[src/rtl/muldiv_pkg.sv]
// Shared op codes, FSM state encoding and default width for the iterative multiply/divide unit.
package muldiv_pkg;

  localparam int unsigned DEFAULT_OPERAND_WIDTH = 32;

  typedef enum logic [2:0] {
    OP_MULT  = 3'b000,
    OP_MULTU = 3'b001,
    OP_DIV   = 3'b010,
    OP_DIVU  = 3'b011,
    OP_MTHI  = 3'b100,
    OP_MTLO  = 3'b101
  } op_e;

  typedef enum logic [1:0] {
    ST_IDLE = 2'b00,
    ST_RUN  = 2'b01,
    ST_FIN  = 2'b10
  } state_e;

endpackage

[src/rtl/muldiv_step.sv]
// One iteration of shift-add multiply or restoring divide on the {acc, q} register pair.
// The divide path exists only when MULDIV_DIVIDE_EN is defined.
module muldiv_step
  import muldiv_pkg::*;
#(
  parameter int unsigned OPERAND_WIDTH = DEFAULT_OPERAND_WIDTH
) (
`ifdef MULDIV_DIVIDE_EN
  input  logic                     is_div,
`endif
  input  logic [OPERAND_WIDTH-1:0] acc_i,
  input  logic [OPERAND_WIDTH-1:0] q_i,
  input  logic [OPERAND_WIDTH-1:0] m_i,
  output logic [OPERAND_WIDTH-1:0] acc_o,
  output logic [OPERAND_WIDTH-1:0] q_o
);

  localparam int unsigned W = OPERAND_WIDTH;

  logic [W:0] sum;
`ifdef MULDIV_DIVIDE_EN
  logic [W:0]   shifted;
  logic [W-1:0] diff;
`endif

  always_comb begin
    // Multiply: add multiplicand when the low multiplier bit is set, then shift the pair right.
    sum   = {1'b0, acc_i} + (q_i[0] ? {1'b0, m_i} : '0);
    acc_o = sum[W:1];
    q_o   = {sum[0], q_i[W-1:1]};
`ifdef MULDIV_DIVIDE_EN
    shifted = {acc_i, q_i[W-1]};
    diff    = shifted[W-1:0] - m_i;
    if (is_div) begin
      if (shifted >= {1'b0, m_i}) begin
        acc_o = diff;
        q_o   = {q_i[W-2:0], 1'b1};
      end else begin
        acc_o = shifted[W-1:0];
        q_o   = {q_i[W-2:0], 1'b0};
      end
    end
`endif
  end

endmodule

[src/rtl/iterative_muldiv_unit.sv]
// Iterative MULT/MULTU/DIV/DIVU/MTHI/MTLO unit with architectural HI/LO registers.
// Define MULDIV_DIVIDE_EN to build the divider; otherwise DIV/DIVU report an illegal op.
module iterative_muldiv_unit
  import muldiv_pkg::*;
#(
  parameter int unsigned OPERAND_WIDTH = DEFAULT_OPERAND_WIDTH,
  parameter int unsigned CNT_WIDTH     = $clog2(OPERAND_WIDTH) + 1
) (
  input  logic                     CLK,
  input  logic                     RST,
  input  logic                     Start,
  input  logic [2:0]               Op,
  input  logic [OPERAND_WIDTH-1:0] Operand1,
  input  logic [OPERAND_WIDTH-1:0] Operand2,
  output logic                     Busy,
  output logic                     Done,
  output logic [OPERAND_WIDTH-1:0] HI_OUT,
  output logic [OPERAND_WIDTH-1:0] LO_OUT,
  output logic                     DZ_OUT,
  output logic                     BF_OUT
);

  localparam int unsigned W = OPERAND_WIDTH;

  state_e               state_q, state_d;
  logic [CNT_WIDTH-1:0] cnt_q, cnt_d;
  logic [2:0]           op_q, op_d;
  logic [W-1:0]         acc_q, acc_d, q_q, q_d, m_q, m_d;
  logic [W-1:0]         hi_q, hi_d, lo_q, lo_d;
  logic                 neg_res_q, neg_res_d;
  logic                 dz_pend_q, dz_pend_d, bf_pend_q, bf_pend_d;
  logic                 done_q, done_d, dz_q, dz_d, bf_q, bf_d;
`ifdef MULDIV_DIVIDE_EN
  logic                 neg_rem_q, neg_rem_d;
`endif

  logic         sgn, s1, s2;
  logic [W-1:0] abs1, abs2, step_acc, step_q;
  logic [2*W-1:0] prod;

  muldiv_step #(.OPERAND_WIDTH(W)) u_step (
`ifdef MULDIV_DIVIDE_EN
    .is_div (op_q[1]),
`endif
    .acc_i  (acc_q),
    .q_i    (q_q),
    .m_i    (m_q),
    .acc_o  (step_acc),
    .q_o    (step_q)
  );

  always_comb begin
    state_d   = state_q;
    cnt_d     = cnt_q;
    op_d      = op_q;
    acc_d     = acc_q;
    q_d       = q_q;
    m_d       = m_q;
    hi_d      = hi_q;
    lo_d      = lo_q;
    neg_res_d = neg_res_q;
    dz_pend_d = dz_pend_q;
    bf_pend_d = bf_pend_q;
    done_d    = 1'b0;
    dz_d      = 1'b0;
    bf_d      = 1'b0;
`ifdef MULDIV_DIVIDE_EN
    neg_rem_d = neg_rem_q;
`endif
    prod = {acc_q, q_q};
    sgn  = ~Op[2] & ~Op[0];
    s1   = sgn & Operand1[W-1];
    s2   = sgn & Operand2[W-1];
    abs1 = s1 ? -Operand1 : Operand1;
    abs2 = s2 ? -Operand2 : Operand2;

    unique case (state_q)
      ST_IDLE: begin
        if (Start) begin
          op_d      = Op;
          cnt_d     = '0;
          acc_d     = '0;
          neg_res_d = 1'b0;
          dz_pend_d = 1'b0;
          bf_pend_d = 1'b0;
          state_d   = ST_FIN;
          case (Op)
            OP_MULT, OP_MULTU: begin
              m_d       = abs1;
              q_d       = abs2;
              neg_res_d = s1 ^ s2;
              state_d   = ST_RUN;
            end
`ifdef MULDIV_DIVIDE_EN
            OP_DIV, OP_DIVU: begin
              if (Operand2 == '0) begin
                dz_pend_d = 1'b1;
              end else begin
                q_d       = abs1;
                m_d       = abs2;
                neg_res_d = s1 ^ s2;
                neg_rem_d = s1;
                state_d   = ST_RUN;
              end
            end
`endif
            OP_MTHI, OP_MTLO: q_d = Operand1;
            default:          bf_pend_d = 1'b1;
          endcase
        end
      end
      ST_RUN: begin
        acc_d = step_acc;
        q_d   = step_q;
        cnt_d = cnt_q + 1'b1;
        if (cnt_q == CNT_WIDTH'(W - 1)) state_d = ST_FIN;
      end
      ST_FIN: begin
        state_d = ST_IDLE;
        done_d  = 1'b1;
        dz_d    = dz_pend_q;
        bf_d    = bf_pend_q;
        if (!(dz_pend_q || bf_pend_q)) begin
          case (op_q)
            OP_MULT, OP_MULTU: begin
              if (neg_res_q) prod = -prod;
              hi_d = prod[2*W-1:W];
              lo_d = prod[W-1:0];
            end
`ifdef MULDIV_DIVIDE_EN
            // Quotient takes the XOR of operand signs, remainder the dividend's sign.
            OP_DIV, OP_DIVU: begin
              lo_d = neg_res_q ? -q_q : q_q;
              hi_d = neg_rem_q ? -acc_q : acc_q;
            end
`endif
            OP_MTHI: hi_d = q_q;
            OP_MTLO: lo_d = q_q;
            default: ;
          endcase
        end
      end
      default: state_d = ST_IDLE;
    endcase
  end

  always_ff @(posedge CLK or posedge RST) begin
    if (RST) begin
      state_q   <= ST_IDLE;
      cnt_q     <= '0;
      op_q      <= '0;
      acc_q     <= '0;
      q_q       <= '0;
      m_q       <= '0;
      hi_q      <= '0;
      lo_q      <= '0;
      neg_res_q <= 1'b0;
      dz_pend_q <= 1'b0;
      bf_pend_q <= 1'b0;
      done_q    <= 1'b0;
      dz_q      <= 1'b0;
      bf_q      <= 1'b0;
`ifdef MULDIV_DIVIDE_EN
      neg_rem_q <= 1'b0;
`endif
    end else begin
      state_q   <= state_d;
      cnt_q     <= cnt_d;
      op_q      <= op_d;
      acc_q     <= acc_d;
      q_q       <= q_d;
      m_q       <= m_d;
      hi_q      <= hi_d;
      lo_q      <= lo_d;
      neg_res_q <= neg_res_d;
      dz_pend_q <= dz_pend_d;
      bf_pend_q <= bf_pend_d;
      done_q    <= done_d;
      dz_q      <= dz_d;
      bf_q      <= bf_d;
`ifdef MULDIV_DIVIDE_EN
      neg_rem_q <= neg_rem_d;
`endif
    end
  end

  assign Busy   = (state_q != ST_IDLE);
  assign Done   = done_q;
  assign DZ_OUT = dz_q;
  assign BF_OUT = bf_q;
  assign HI_OUT = hi_q;
  assign LO_OUT = lo_q;

endmodule

[config.mk]
export PLATFORM = sky130hd
export DESIGN_NAME = iterative_muldiv_unit
export DESIGN_NICKNAME = d
export VERILOG_FILES = /design/src/rtl/muldiv_pkg.sv /design/src/rtl/muldiv_step.sv /design/src/rtl/iterative_muldiv_unit.sv
export SDC_FILE = /design/constraint.sdc
export NUM_CORES = 1
export LEC_CHECK = 0
export ABC_AREA = 1
export BUFFER_PORTS_ARGS = -buffer_cell sky130_fd_sc_hd__buf_4
export CORE_MARGIN = 1.5
export CORE_UTILIZATION = 25
export CTS_BUF_LIST = sky130_fd_sc_hd__clkbuf_8
export DETAILED_ROUTE_END_ITERATION = 16
export PLACE_DENSITY_LB_ADDON = 0.15
export SYNTH_ARGS = -nofsm -noshare
export SYNTH_HDL_FRONTEND = slang
export SYNTH_SLANG_ARGS = --single-unit
[constraint.sdc]
create_clock -name CLK -period 5.5 [get_ports CLK]
set_input_delay 0.55 -clock CLK [delete_from_list [all_inputs] [get_ports CLK]]
set_output_delay 0.55 -clock CLK [all_outputs]
set_load 0.02 [all_outputs]
### After elaboration in Yosys (flattened, before gate mapping)

Index checks and enable logic that the tools add are counted.

* register bits after elaboration: 175
* output and inout bits: 68

* add/subtract/negate cells: 5
* eq/ne operators: 12
* mux-type cells: 21
* bitwise operators: 7
* reductions and logical operators: 18

Operators with widths (count)
* $pmux 32 s2: 5
* $mux 32: 5
* $mux 64: 1
* $neg 32->32: 2
* $neg 64->64: 1
* $add 32x33->33: 1
* $eq 3x3->1 const B: 4
* $pmux 6 s2: 1
* $reduce_and 3->1: 4
* $reduce_bool 2->1: 4
* $add 6x1->6 const B: 1
* $eq 3x1->1 const B: 2
* $eq 6x5->1 const B: 1
* $logic_not 3->1: 2
* $mux 2: 3
* $mux 6: 1
* $reduce_and 2->1: 3
* $reduce_or 2->1: 3
* $mux 1: 4
* $ne 2x2->1 const B: 2
* $pmux 2 s2: 1
* $reduce_or 4->1: 1
* $and 1x1->1: 3
* $ne 3x1->1 const B: 1
* other kinds (5): 7

### Logic depth before layout (Yosys ltp)

* word-level depth: 7
* depth in mapped cells: 17

### Cells and area by module

A second synthesis with hierarchy kept.

* cells, all modules: 2400
* area, all modules: 14392.6 um2

Modules (own cells, without submodules)
* iterative_muldiv_unit: times used 1, cells each 1797, area an instance 11522.3 um2, sequential area each 4379.2 um2
* muldiv_step: times used 1, cells each 603, area an instance 2870.3 um2, sequential area each 0.0 um2

### Worst setup path before layout

Ideal clock, no wire load.

* kind: register to register
* start: reg q_q[0]
* end: reg acc_q[23]
* library setup time: 0.118 ns
* data arrival time: 2.161 ns
* path slack: 3.221 ns
* cell stages (with the launch flop): 16
* path buffers: 2
* clock period less this slack: 2.279 ns
* cells stage by stage: dfrtp_1 > buf_6 > clkbuf_1 > nand2_1 > inv_1 > ha_1 > inv_1 > fa_1 > nor2_1 > nor2_1 > o21ai_0 > nand2_1 > nand3_1 > nand2_1 > nand3_1 > nand2_1

* cells in the longest elaborated chain, start to end: 3

Ends and longest elaborated chain
* start, declared: RTL line iterative_muldiv_unit.sv:28 `logic [W-1:0] acc_q, acc_d, q_q, q_d, m_q, m_d;`
* start signal, assigned: RTL line iterative_muldiv_unit.sv:171 `q_q <= q_d;`
* $mux 32: RTL line muldiv_step.sv:28 `sum = {1'b0, acc_i} + (q_i[0] ? {1'b0, m_i} : '0);`
* $add 32x33->33: RTL line muldiv_step.sv:28
* $pmux 32 s2: RTL line iterative_muldiv_unit.sv:77 `unique case (state_q)`
* end signal, assigned: RTL line iterative_muldiv_unit.sv:152 `acc_q <= '0;`
* end signal, assigned: RTL line iterative_muldiv_unit.sv:170 `acc_q <= acc_d;`
* end, declared: RTL line iterative_muldiv_unit.sv:28

Every way passes these cells.
A chain may end at the register's enable or synchronous reset.

### Final worst setup path

* start: reg q_q[0]
* end: reg acc_q[18]

Same word-level chain as after synthesis.

==> flow_summary.toml <==
[status]
outcome = "completed"

[critical_path]
r2r_cells = 11
crit_path_max_fanout = 33
setup.reg_to_reg.worst_slack_ps = 2350
r2r_startpoint = "q_q[0]"
critical_path_required_ps = 5920
crit_path_launch = "q_q[0]"
worst_r2r_endpoint = "acc_q[18]"
kind_of_start_point_of_the_critical_path = "register"
crit_type = "register to register"
worst-endpoint-arrival_ps = 3570
cp-end-kind = "register"

[worst_hold_path]
hold_class = "input port to asynchronous set/reset pin"

[cts]
clock_latency_ps = 550
cts_tree = "yes"
hold_buffer_count_at_cts = 0
cts-buffers-inserted = 17
root_buffer = "sky130_fd_sc_hd__clkbuf_8"
worst_setup_hold_path_clk_slew_ps = 110
clock_sink_count = 175
post-cts-setup-buffer-count = 0
cts-root-to-sink-buffers = 2
number_of_gates_resized_after_cts = 0
htree_levels = 4

[drt]
detail_route.wl_per_cell_um = 18.4
drt_pass1_iterations = 7
drc_errors = 0
totalWireLength_mm = 56.1
ant_nets = 0
detailroute.via_count = 14600
vias_per_cell = 4.79
drt_first_iter_violations = 1130

[placed_design]
place_area_mm2 = 0.0155
io_buffer_count = 136
place_congestion = 0.948
dp.final_hpwl_mm = 45.6

[sta]
grt_setup_unrepaired = "false"
fmax_mhz = 317
finalHoldViolCount = 0
fin_skew_ps = 15.6
timing.final.crit_period_ps = 3150
finalSetupViolCount = 0
max_slew_margin_pct = 16.0
fin_setup_tns_ps = 0
final_min_period_over_clock_period_pct = 57.3
finalMaxSlewViolations = 0
worst_margin_slew_ps = 1260

[die]
placementRows = 85
core_area_mm2 = 0.0541
die_outline_area_mm2 = 0.0566
number_of_i_o_pins = 138
die_height_um = 238
effective_utilization_at_floorplan_pct = 25.5
die_x_um = 238

[grt]
global_route_wire_length_before_repair_mm = 86.6
aggregate_global_routing_overflow = 0
grt.total_usage_pct = 20.4
via_count_of_the_first_global_routing_pass = 14300
antenna_found_initial = 3
pin_count_of_the_biggest_net_entering_global_routing = 111

[synth]
synthDominantAreaCellType = "sky130_fd_sc_hd__dfrtp_1"
number_of_flops_mapped_to_enable_cells_by_yosys = 0
combinational_family_with_the_most_area_after_synthesis = "simple AND/OR/NAND/NOR gates"
synth_most_common_cell = "sky130_fd_sc_hd__nand2_1"
synth.mux.area_fraction_pct = 0
synth-seq-cells = 175
synth_top_cells_by_count = "794 x sky130_fd_sc_hd__nand2_1, 278 x sky130_fd_sc_hd__inv_1, 239 x sky130_fd_sc_hd__nor2_1, 177 x sky130_fd_sc_hd__nand3_1, 175 x sky130_fd_sc_hd__dfrtp_1"
synth_nets = 2354
synth_area_leaders = "sky130_fd_sc_hd__dfrtp_1 32%, sky130_fd_sc_hd__nand2_1 22%, sky130_fd_sc_hd__inv_1 7.6%, sky130_fd_sc_hd__nor2_1 6.5%, sky130_fd_sc_hd__nand3_1 6.4%"
synth_sequential_area_ratio_pct = 31.8
ys_async_sr_fraction_pct = 100
synthesis.area_per_instance_um2 = 6.14
yosys.area.top_type_share_pct = 31.8
synth_cell_types = 49
synth_cells = 2247
yosys_most_used_dff = "sky130_fd_sc_hd__dfrtp_1"
ys.warnings.count = 0
complex_gate_fraction_of_the_synthesized_area_pct = 12.9
synth_adder_area_share_pct = 3.41
synth.cell_area_mm2 = 0.0138
synth_simple_gate_area_share_pct = 38.9
synth-xor-area-share_pct = 3.05

[power]
total_power_divided_by_cell_area_mw_per_mm2 = 473
peakVddDrop_mv = 0.195
p_leak_nw = 8.56

[final_layout]
area_delta_synth_final_pct = 15.1
final_design_area_no_fill_mm2 = 0.0159
nets = 2448
drive_gt1_share_pct = 9.73

[job]
maxCapViolCount = 0
==> kinds of logic (layout without fill, tap and decap cells) <==
logic type / count (synthesis) / after routing
and+or+nand+nor: 1295 / 1295
buffers and inverters: 355 / 462
AOI/OAI and AO/OA: 336 / 336
DFF: 175 / 175
xor gates and xnor gates: 48 / 48
adders and majority gates: 37 / 37
other: 1 / 2
==> where the power goes <==
part           internal (W)  switching (W)
registers           0.00181       0.000634
clock network      0.000431       0.000569
logic               0.00132        0.00275
==> per-layer routing <==
metal	global-route usage, %	share of wire (%)	vias up
met3	2.78	4.2	58
li1	-	-	7300
met4	7.14	2.6	0
met1	28.4	49	6886
met2	32.2	44	364
met5	0	0	-
==> critical path: stages (launching register included) <==
cell and delay, ps:
sky130_fd_sc_hd__dfrtp_1 1040, sky130_fd_sc_hd__nand2_1 170, sky130_fd_sc_hd__inv_1 130, sky130_fd_sc_hd__ha_1 300, sky130_fd_sc_hd__nand2_1 150, sky130_fd_sc_hd__nor2_1 300, sky130_fd_sc_hd__inv_1 110, sky130_fd_sc_hd__nor2_1 190
sky130_fd_sc_hd__nand4_1 140, sky130_fd_sc_hd__nand3_1 130, sky130_fd_sc_hd__nor2_1 40, sky130_fd_sc_hd__o21ai_0 310
==> cell type report <==
cell class / instances / area [um2]
fillers: 6081 / 38300
flip-flops and latches: 175 / 4380
clock buffers: 18 / 248
repair buffers: 144 / 1090
inverters: 286 / 1080
clock inverters: 14 / 166
diodes: 1 / 2.50
well taps: 696 / 871
multi-input cells: 1717 / 8030
==> state kept, by name, summed over array words and instances (netlist names), 2 cells and up <==
name / flops
op_q: 3
q_q: 32
cnt_q: 6
LO_OUT: 32
m_q: 32
HI_OUT: 32
state_q: 2
acc_q: 32
==> worst max path at each step <==
stage                     slack (ps)        end
after floorplan                  200     BF_OUT
after global placement          2340  acc_q[18]
after detailed placement        2340  acc_q[18]
after CTS                       2280  acc_q[18]
after global routing            2030  acc_q[18]
final                           2350  acc_q[18]
==> metrics by stage <==
step           setup WS, ps  utilization [%]  hold WS [ps]  power, W  cells
6_report               2350             29.3          81.6   0.00751   3051
3_3_place_gp           2340             28.6           467   0.00652   3018
3_5_place_dp           2340             28.6           471   0.00654   3018
2_1_floorplan           205                -           449   0.00496   2247
4_1_cts                2280             29.3          43.8   0.00758   3050
5_1_grt                2030             29.3           103   0.00820   3051
==> layout by cell type (no fill, tap or decap), types with 3 or more instances in the layout <==
master                     instances
sky130_fd_sc_hd__a21boi_0          3
sky130_fd_sc_hd__inv_6             7
sky130_fd_sc_hd__clkbuf_8         18
sky130_fd_sc_hd__and2_1            3
sky130_fd_sc_hd__o31ai_1           3
sky130_fd_sc_hd__nand4_1          14
sky130_fd_sc_hd__clkinv_4          3
sky130_fd_sc_hd__o22ai_1          12
sky130_fd_sc_hd__nor2_2           11
sky130_fd_sc_hd__inv_2             6
sky130_fd_sc_hd__dfrtp_1         175
sky130_fd_sc_hd__nor2_1          239
sky130_fd_sc_hd__buf_4           143
sky130_fd_sc_hd__nand2_2          14
sky130_fd_sc_hd__or2_2             5
sky130_fd_sc_hd__o21bai_1          5
sky130_fd_sc_hd__nand2_1         794
sky130_fd_sc_hd__nand3b_1          7
sky130_fd_sc_hd__a21oi_1         115
sky130_fd_sc_hd__nand3_1         177
sky130_fd_sc_hd__nor3_1           16
sky130_fd_sc_hd__o211ai_1          5
sky130_fd_sc_hd__o21ai_1          19
sky130_fd_sc_hd__inv_1           277
sky130_fd_sc_hd__o21ai_0         164
sky130_fd_sc_hd__nor2_4            9
sky130_fd_sc_hd__ha_1             36
sky130_fd_sc_hd__xor2_1           47
(Power assumes the default switching activity.)
